$ cat config.mk
export PLATFORM = sky130hd
export DESIGN_NAME = hazard_stall_sequencer
export DESIGN_NICKNAME = d
export VERILOG_FILES = /design/src/rtl/hazard_pkg.sv /design/src/rtl/md_busy_counter.sv /design/src/rtl/hazard_stall_sequencer.sv
export SDC_FILE = /design/constraint.sdc
export NUM_CORES = 1
export LEC_CHECK = 0
export CORE_UTILIZATION = 45
export DETAILED_ROUTE_END_ITERATION = 10
export PLACE_DENSITY_LB_ADDON = 0.08
export REMOVE_ABC_BUFFERS = 1
export SLEW_MARGIN = 20
export SYNTH_ARGS = -nofsm -noshare
export SYNTH_HDL_FRONTEND = slang
export SYNTH_SLANG_ARGS = --single-unit
$ cat constraint.sdc
create_clock -name clk -period 3.45 [get_ports clk]
set_clock_uncertainty 0.15 [all_clocks]
set_input_delay 0.69 -clock clk [delete_from_list [all_inputs] [get_ports clk]]
set_output_delay 0.69 -clock clk [all_outputs]
set_load 0.05 [all_outputs]
$ cat src/rtl/hazard_pkg.sv
// Shared types and constants for the ID-stage hazard/stall sequencer.
// Imported by the top FSM and the mul/div busy counter.
package hazard_pkg;

  localparam int REG_W_DEFAULT      = 5;
  localparam int MD_LATENCY_DEFAULT = 32;

  localparam logic [REG_W_DEFAULT-1:0] ZERO_REG = 5'd0;

  typedef enum logic [0:0] {
    RUN = 1'b0,
    BR2 = 1'b1
  } hz_state_e;

endpackage

$ cat src/rtl/md_busy_counter.sv
// Tracks the in-flight mult/div: the busy flag stays high for MD_LATENCY cycles
// after a start pulse; a new start always reloads the full latency.
module md_busy_counter import hazard_pkg::*; #(
  parameter int MD_LATENCY = MD_LATENCY_DEFAULT,
  parameter int MD_CNT_W   = 6
) (
  input  logic clk,
  input  logic rst_n,
  input  logic md_start,
  output logic md_busy
);

  localparam logic [MD_CNT_W-1:0] LOAD_VAL = MD_CNT_W'(MD_LATENCY - 1);

  logic [MD_CNT_W-1:0] md_cnt_r;
  logic                md_busy_r;

  // Load on start, count down while busy, drop busy after the zero count.
  always_ff @(posedge clk or negedge rst_n) begin
    if (!rst_n) begin
      md_cnt_r  <= {MD_CNT_W{1'b0}};
      md_busy_r <= 1'b0;
    end else if (md_start) begin
      md_cnt_r  <= LOAD_VAL;
      md_busy_r <= 1'b1;
    end else if (md_busy_r) begin
      if (md_cnt_r != {MD_CNT_W{1'b0}}) begin
        md_cnt_r <= md_cnt_r - MD_CNT_W'(1);
      end else begin
        md_busy_r <= 1'b0;
      end
    end
  end

  assign md_busy = md_busy_r;

endmodule

$ cat src/rtl/hazard_stall_sequencer.sv
// ID-stage stall controller: load-use, branch-operand and HI/LO hazards drive
// PC/IFID enables, the ID/EX bubble and the taken-branch IF/ID flush.
module hazard_stall_sequencer import hazard_pkg::*; #(
  parameter int REG_W      = REG_W_DEFAULT,
  parameter int MD_LATENCY = MD_LATENCY_DEFAULT,
  parameter int MD_CNT_W   = 6,
  parameter int PERF_W     = 16
) (
  input  logic              clk,
  input  logic              rst_n,
  input  logic [REG_W-1:0]  IFIDRegRs,
  input  logic [REG_W-1:0]  IFIDRegRt,
  input  logic [REG_W-1:0]  IDEXRegRt,
  input  logic [REG_W-1:0]  IDEXRegDST,
  input  logic              IDEXRegWrite,
  input  logic              IDEXMemRead,
  input  logic              Branch,
  input  logic              BranchTaken,
  input  logic              IDMdUse,
  input  logic              md_start,
  output logic              PCWrite,
  output logic              IFIDWrite,
  output logic              Stall,
  output logic              IFIDFlush,
  output logic              md_busy,
  output logic [PERF_W-1:0] stall_cycles
);

  localparam logic [REG_W-1:0] ZERO_R = REG_W'(ZERO_REG);

  hz_state_e         state_r, state_nxt_s;
  logic              lu_s, bd_s, md_s, stall_req_s;
  logic              md_busy_s;
  logic [PERF_W-1:0] stall_cycles_r;

  md_busy_counter #(
    .MD_LATENCY (MD_LATENCY),
    .MD_CNT_W   (MD_CNT_W)
  ) u_md_busy_counter (
    .clk      (clk),
    .rst_n    (rst_n),
    .md_start (md_start),
    .md_busy  (md_busy_s)
  );

  // $zero is hardwired, so a zero destination never matches.
  assign lu_s = IDEXMemRead & (IDEXRegRt != ZERO_R) &
                ((IDEXRegRt == IFIDRegRs) | (IDEXRegRt == IFIDRegRt));
  assign bd_s = Branch & IDEXRegWrite & ~IDEXMemRead & (IDEXRegDST != ZERO_R) &
                ((IDEXRegDST == IFIDRegRs) | (IDEXRegDST == IFIDRegRt));
  assign md_s = md_busy_s & IDMdUse;

  // Stall FSM state register.
  always_ff @(posedge clk or negedge rst_n) begin
    if (!rst_n) begin
      state_r <= RUN;
    end else begin
      state_r <= state_nxt_s;
    end
  end

  // Next state and stall request; a load feeding a branch costs a second bubble.
  always_comb begin
    state_nxt_s = RUN;
    stall_req_s = 1'b0;
    case (state_r)
      RUN: begin
        stall_req_s = lu_s | bd_s | md_s;
        if (lu_s & Branch) begin
          state_nxt_s = BR2;
        end else begin
          state_nxt_s = RUN;
        end
      end
      BR2: begin
        stall_req_s = 1'b1;
        state_nxt_s = RUN;
      end
      default: begin
        stall_req_s = 1'b1;
        state_nxt_s = RUN;
      end
    endcase
  end

  // Pipeline controls; held in the safe stalled pattern while reset is low.
  always_comb begin
    PCWrite   = 1'b0;
    IFIDWrite = 1'b0;
    Stall     = 1'b1;
    IFIDFlush = 1'b0;
    if (rst_n) begin
      PCWrite   = ~stall_req_s;
      IFIDWrite = ~stall_req_s;
      Stall     = stall_req_s;
      IFIDFlush = Branch & BranchTaken & ~stall_req_s;
    end else begin
      PCWrite   = 1'b0;
      IFIDWrite = 1'b0;
      Stall     = 1'b1;
      IFIDFlush = 1'b0;
    end
  end

  // Saturating count of stalled cycles.
  always_ff @(posedge clk or negedge rst_n) begin
    if (!rst_n) begin
      stall_cycles_r <= {PERF_W{1'b0}};
    end else if (stall_req_s && (stall_cycles_r != {PERF_W{1'b1}})) begin
      stall_cycles_r <= stall_cycles_r + PERF_W'(1);
    end
  end

  assign md_busy      = md_busy_s;
  assign stall_cycles = stall_cycles_r;

endmodule

==> results by group, run 1 <==
Pwr
  • Cell Pwr Density: a little under 500 nW/um2
  • Gate power share: roughly 41%
  • Psw: approximately 0.00038 W
  • Power Internal: ~0.0006 W
  • Clock power share: 20.2%
  • Leakage: 0.8161 nW
  • Sw Ratio: roughly two fifths
  • Sequential Power Share: 38.8%
  • Peak VDD IR: 0.4168 mV

Floorplanning
  • Die Y: between 50 and 60 um
  • IO Count: 49
  • Num rows: 20
  • Die X: roughly 58 um
  • Core area: approximately 3000 um2
  • Starting Density: a little under half
  • Die footprint: ~3400 um2

GRT
  • GR Util All Layers: 21.08%
  • Gr ovfl total: 0
  • First-pass GRT wire length: 5.554 mm
  • Met3 usage: 3.516%
  • Busiest grt layer: met2
  • Global Route met2 Usage: 35.63%
  • M1 GR Usage: 27.98%
  • Pin count of the biggest net entering global routing: 25
  • Initial antenna violation count: 0
  • Number of global-route vias before repair: 1229

STA
  • Final period util: 96.94%
  • RSZ-0062 raised after global routing: yes
  • F_max: 299.0 MHz
  • Crit path time final: 3344 ps
  • Setup Viol. Count Final: 0
  • Setup tns final: 0 ps
  • Final Slew Violations: 0
  • Hold WS: between 300 and 400 ps
  • Final Hold Fails: 0
  • Measured slew at the worst slew-check pin: 562.5 ps
  • Slew headroom: a little over three fifths

Worst setup path
  • Critical Path RT: 2610 ps
  • CP endpoint kind: primary output
  • Critical Path AT: 2500 ps
  • CP max FO: 3
  • Startpoint types: input pin
  • Setup CP Type: in2out

Synthesis
  • Synthesized area: 1428 um2
  • Post-synth top area cell: dfrtp_1
  • Post-synthesis cell type count: 29
  • Compound-Gate Fraction of Synth Area: 5.171%
  • Adder-Cell Fraction of Synth Area: 2.629%
  • Synthesized flop and latch total: 24
  • Synth Area in XOR/XNOR: 23.93%
  • Sequential area share after synthesis: 42.07%
  • Mux share of post-synthesis cell area: 1.578%
  • Synth top area cells: dfrtp_1 (42%), xnor2_1 (21%), nand2_1 (4.7%)
  • Main combinational cell family by area after synthesis: XOR/XNOR gates
  • Synth warnings: 0
  • Mapped Cells: roughly 150
  • Area share of the largest cell type after synthesis: 42.07%
  • Simple-Gate Fraction of Synth Area: 22.26%
  • Synthesized area per cell: 9.846 um2

Drt
  • Drt first pass iters: 4
  • Initial drt markers: 38
  • Average via count per standard cell: 5.029
  • Total wire length: 3.186 mm
  • Final ANT Viol Nets: 0
  • Remaining DRCs: 0
  • Wirelength per Cell: 13.28 um
  • Via count: about 1200

Clock network
  • Post-CTS Setup Repair Bufs: 0
  • CTS sink cnt: 24
  • Clock root cell: clkbuf_4
  • Worst skew pair latency: between 300 and 400 ps
  • H-tree levels: 1
  • Clk slew on worst S/H paths: 120 ps
  • CTS Buffer Depth: 2
  • CTS Buf Count: 3
  • Post-CTS sizing: 0
  • Clock tree from TritonCTS: done
  • CTS Hold Bufs: 0

Final layout
  • Fin cells: 240
  • Commonest cells after routing, fill and taps aside: clkdlybuf4s50_1 (44), xnor2_1 (35), dfrtp_1 (24)
  • Fillers: 259
  • Share of cells above drive strength 1: between 8 and 9%
  • Area grow syn2layout: 43.21%
  • Commonest non-fill, non-tap cell in the layout: clkdlybuf4s50_1
  • Antenna cells: 0
  • Final net count: 228
  • Final Util: 67.52%

Placed design
  • Gpl congestion: 0.8896
  • Placed Cells: between 200 and 250
  • Buffers on Ports: 48
  • Hpwl dp: between 2 and 3 mm

Min path
  • Type of the tightest min-delay check: reg2reg

Run
  • Max_cap viols: 0

Status
  • Status: finished, final reports clean
-- cells by family (layout without fill, tap and decap cells) --
logic type      Yosys count  count (layout)
simple gates             63              63
mux                       2               2
flops                    24              24
fa+ha+maj                 3               3
compound gates            8               8
buf+inv                   6              57
xor+xnor                 39              39
-- registers in the layout, indices dropped and copies added, names as in the netlist --
register,count
stall_cycles,16
u_md_busy_counter.md_busy,1
state_r,1
u_md_busy_counter.md_cnt_r,6
-- worst paths after layout --
kind                                  startpoint                       endpoint  slack [ps]  depth (start not counted)
worst max-delay path                IDEXRegRt[0]                      IFIDFlush         110                          8
worst min-delay path            stall_cycles[10]               stall_cycles[10]         370                          1
worst max register to register   stall_cycles[7]                stall_cycles[1]        1210                          6
worst min register to register  stall_cycles[10]               stall_cycles[10]         370                          1
max in group asynchronous                  rst_n               stall_cycles[10]        2270                          2
min in group asynchronous                  rst_n  u_md_busy_counter.md_cnt_r[2]         640                          2
-- stage by stage --
step,setup WS [ps],instance area [um2],total power (W)
global route,-8.451,2044,0.001037
finish,105.6,2044,0.0009883
CTS,97.89,2044,0.0009990
detailed placement,103.2,1992,0.0007961
global placement,154.9,1992,0.0007857
floorplan,125.3,1409,0.0006286
-- layer usage --
| layer | up-vias | part of all wire, % |
|---|---|---|
| met4 | 0 | 0.53 |
| met2 | 28 | 49 |
| met1 | 580 | 46 |
| met5 | - | 0 |
| met3 | 2 | 4.3 |
| li1 | 597 | - |
-- final cells by class --
cell class / instances / area [um2] / area share, %
Clock inverter: 1 / 30.03 / 1.469
Timing Repair Buffer: 49 / 528.0 / 25.83
Inverter: 4 / 15.01 / 0.7344
Clock buffer: 3 / 22.52 / 1.102
Sequential cell: 24 / 600.6 / 29.38
Multi-Input combinational cell: 115 / 793.3 / 38.80
Tap cell: 44 / 55.05 / 2.693
-- Yosys cell counts --
cell type,n
mux2_2,2
buf_4,1
nor4_1,1
nor2_1,9
o22ai_1,1
a211oi_1,1
and2_1,1
a22oi_2,1
and4_1,1
and3_2,1
dfrtp_1,24
a32oi_2,1
buf_6,1
nor2b_1,1
and2_2,1
nand4_1,6
and3_1,4
inv_1,4
a21oi_1,2
a211o_1,1
xor2_1,4
nor3_1,3
nand2b_1,5
ha_1,3
and4_2,1
xnor2_1,35
nand2_1,18
nand3_1,11
o22ai_2,1
-- power by group through the flow --
stage / clock (W) / combinational, W / sequential, W
after floorplan: 0 / 0.000114 / 0.000515
after global placement: 0 / 0.000402 / 0.000384
after detailed placement: 0 / 0.000409 / 0.000387
after CTS: 0.000207 / 0.000411 / 0.000381
after global routing: 0.000214 / 0.000433 / 0.000390
final: 0.000199 / 0.000406 / 0.000383
-- worst max-delay path, stage by stage --
cell and delay, ps:
clkdlybuf4s50_1 490, nor3_1 250, nand2_1 110, a32oi_2 270
and2_2 200, nand2_1 120, nor2_1 220, buf_12 170
(Power assumes the default switching activity.)
==> run 2: changes to the inputs <==
CTS_BUF_LIST = sky130_fd_sc_hd__clkbuf_4 sky130_fd_sc_hd__clkbuf_8   (was not set)
==> results of run 2 <==
Same layout as run 1: the final DEF is identical, and so are final timing and power.
==> run 3: changes to the inputs <==
CAP_MARGIN = 20   (was not set)
CORE_UTILIZATION = 42   (was 45)
clock period = 3 ns   (was 3.45 ns; I/O delays follow)
==> run 3 against run 2 <==
Effect of this change: critical path depth rose by 1; power rose by 15%; clock power rose by 16%; critical path type unchanged.
==> results by group, run 3 (same netlist as run 1, synthesis figures left out) <==
Status
  • Status: finished, final reports clean (unchanged)

Worst setup path
  • Reg-to-reg slack, setup: 940 ps (was 1210 ps)
  • Critical Path RT: 2250 ps (was 2610 ps)
  • Reg2Reg Depth: 7 (was 6)
  • CP endpoint kind: primary output (unchanged)
  • Critical Path AT: 2160 ps (was 2500 ps)
  • Startpoint types: input pin (unchanged)
  • CP Capture Point: Stall (was IFIDFlush)
  • Reg-to-reg startpoint: stall_cycles[8] (was stall_cycles[7])
  • Crit. Startpoint: IFIDRegRs[3] (was IDEXRegRt[0])
  • Setup CP Type: in2out (unchanged)
  • CP max FO: 3 (unchanged)
  • R2r endpoint: stall_cycles[1] (unchanged)

Clock network
  • CTS sink cnt: 24 (unchanged)
  • Clock root cell: clkbuf_4 (unchanged)
  • Worst skew pair latency: 310 ps (about the same)
  • CTS Buf Count: 3 (unchanged)
  • CTS Buffer Depth: 2 (unchanged)
  • H-tree levels: 1 (unchanged)
  • Clock tree from TritonCTS: done (unchanged)
  • Clk slew on worst S/H paths: 130 ps (was 120 ps)
  • CTS Hold Bufs: 0 (unchanged)
  • Post-CTS Setup Repair Bufs: 0 (unchanged)

Pwr
  • Power Internal: 0.0007035 W (was 0.0006116 W)
  • Sequential Power Share: 38.6% (was 38.8%)
  • Peak VDD IR: 0.4835 mV (was 0.4168 mV)
  • Psw: 0.0004324 W (was 0.0003767 W)
  • Clock power share: 20.2% (about the same)
  • Sw Ratio: 38.07% (was 38.12%)
  • Cell Pwr Density: 538.8 nW/um2 (was 483.4 nW/um2)
  • Gate power share: 41.2% (was 41.1%)
  • Leakage: 0.9676 nW (was 0.8161 nW)

Drt
  • Average via count per standard cell: 4.951 (was 5.029)
  • Remaining DRCs: 0 (unchanged)
  • Drt first pass iters: 4 (unchanged)
  • Initial drt markers: 45 (was 38)
  • Final ANT Viol Nets: 0 (unchanged)
  • Wirelength per Cell: 12.98 um (was 13.28 um)
  • Via count: 1208 (was 1207)
  • Total wire length: 3.167 mm (was 3.186 mm)

GRT
  • Number of global-route vias before repair: 1137 (was 1229)
  • GR Util All Layers: 18.60% (was 21.08%)
  • Gr ovfl total: 0 (unchanged)
  • First-pass GRT wire length: 5.106 mm (was 5.554 mm)
  • Initial antenna violation count: 0 (unchanged)
  • Pin count of the biggest net entering global routing: 25 (unchanged)

Floorplanning
  • Core area: 3128 um2 (was 3028 um2)
  • Die X: 60.30 um (was 58.33 um)
  • Starting Density: 45.64% (was 47.15%)
  • IO Count: 49 (unchanged)
  • Num rows: 20 (unchanged)
  • Die footprint: 3636 um2 (was 3402 um2)
  • Die Y: 60.30 um (was 58.33 um)

STA
  • Final Slew Violations: 0 (unchanged)
  • F_max: 343.2 MHz
  • Final period util: 97.12%
  • Slew headroom: 66.49% (was 62.50%)
  • Crit path time final: 2914 ps
  • Final Hold Fails: 0 (unchanged)
  • Measured slew at the worst slew-check pin: 501.1 ps (was 562.5 ps)
  • Setup Viol. Count Final: 0 (unchanged)

Final layout
  • Antenna cells: 0 (unchanged)
  • Fin cells: 244 (was 240)
  • Final net count: 232 (was 228)
  • Commonest non-fill, non-tap cell in the layout: xnor2_1 (was clkdlybuf4s50_1)
  • Register area: 600.6 um2 (unchanged)
  • Max reg flops: 16 (unchanged)
  • Share of cells above drive strength 1: 12.00% (was 8.673%)
  • Final Util: 67.40% (was 67.52%)
  • Area grow syn2layout: 47.68% (was 43.21%)
  • Commonest cells after routing, fill and taps aside: xnor2_1 (35), clkdlybuf4s50_1 (25), dfrtp_1 (24) (was clkdlybuf4s50_1 (44), xnor2_1 (35), dfrtp_1 (24))
  • Area of the multi-input gates: 798.3 um2 (was 793.3 um2)
  • Fillers: 252 (was 259)

Placed design
  • Gpl congestion: 0.8340 (was 0.8896)
  • Placed Cells: 240 (was 236)
  • Hpwl dp: 2.540 mm (was 2.537 mm)
  • Buffers on Ports: 48 (unchanged)

Min path
  • Type of the tightest min-delay check: reg2reg (unchanged)

Run
  • Max_cap viols: 0 (unchanged)
## run 3: worst min-delay path by stage
stage                startpoint               end  cells after the start
6_report       stall_cycles[14]  stall_cycles[14]                      1
5_1_grt        stall_cycles[10]  stall_cycles[10]                      1
4_1_cts        stall_cycles[14]  stall_cycles[14]                      1
3_5_place_dp   stall_cycles[14]  stall_cycles[14]                      1
3_3_place_gp   stall_cycles[14]  stall_cycles[14]                      1
2_1_floorplan             rst_n   stall_cycles[0]                      0
## run 3: power groups by stage
stage	Clock [W]	Combinational, W	Sequential, W
final	0.000230	0.000468	0.000438
after global routing	0.000250	0.000496	0.000448
after CTS	0.000238	0.000473	0.000439
after detailed placement	0	0.000475	0.000446
after global placement	0	0.000468	0.000442
after floorplan	0	0.000131	0.000592
## run 3: layout make-up
type	instances	area share, %
sequential	24	28.49
timing repair buffer	53	27.83
clock inverter	1	1.424
multi-input combinational	115	37.86
clock buffer	3	1.068
inverter	4	0.7122
tap	44	2.611
## run 3: worst max-delay path, stage by stage
cell	delay, ps
clkdlybuf4s50_1	510
xnor2_1	130
nand2_1	80
o22ai_1	190
a32oi_2	80
and2_2	220
nand2_2	100
buf_4	120
buf_12	120
## run 3: metal layers
metal	routed length (um)	global-route usage (%)	vias to the layer above	share of wire (%)
met4	10	2.990	0	0.32
met5	0	0	-	0
li1	-	-	603	-
met2	1536	29.51	26	49
met3	128	3.896	2	4.0
met1	1492	26.57	577	47
## run 3: repair_timing
action                     4_1_cts  5_1_grt
resized for setup                5       17
pin swaps                        0        2
setup endpoints to repair        4        4
## run 3: per-stage QoR
step                total power (W)  TNS (ps)  hold WS (ps)  worst slack, ps  cell area, um2
floorplan                 0.0007229    -332.6         154.4           -144.7            1409
global placement          0.0009098    -40.23         330.6           -15.26            2022
detailed placement        0.0009203    -182.8         331.9           -55.25            2022
CTS                        0.001150    -57.67         354.5           -25.33            2068
global route               0.001194    -46.36         381.0           -28.91            2108
finish                     0.001136         0         353.0            86.27            2108
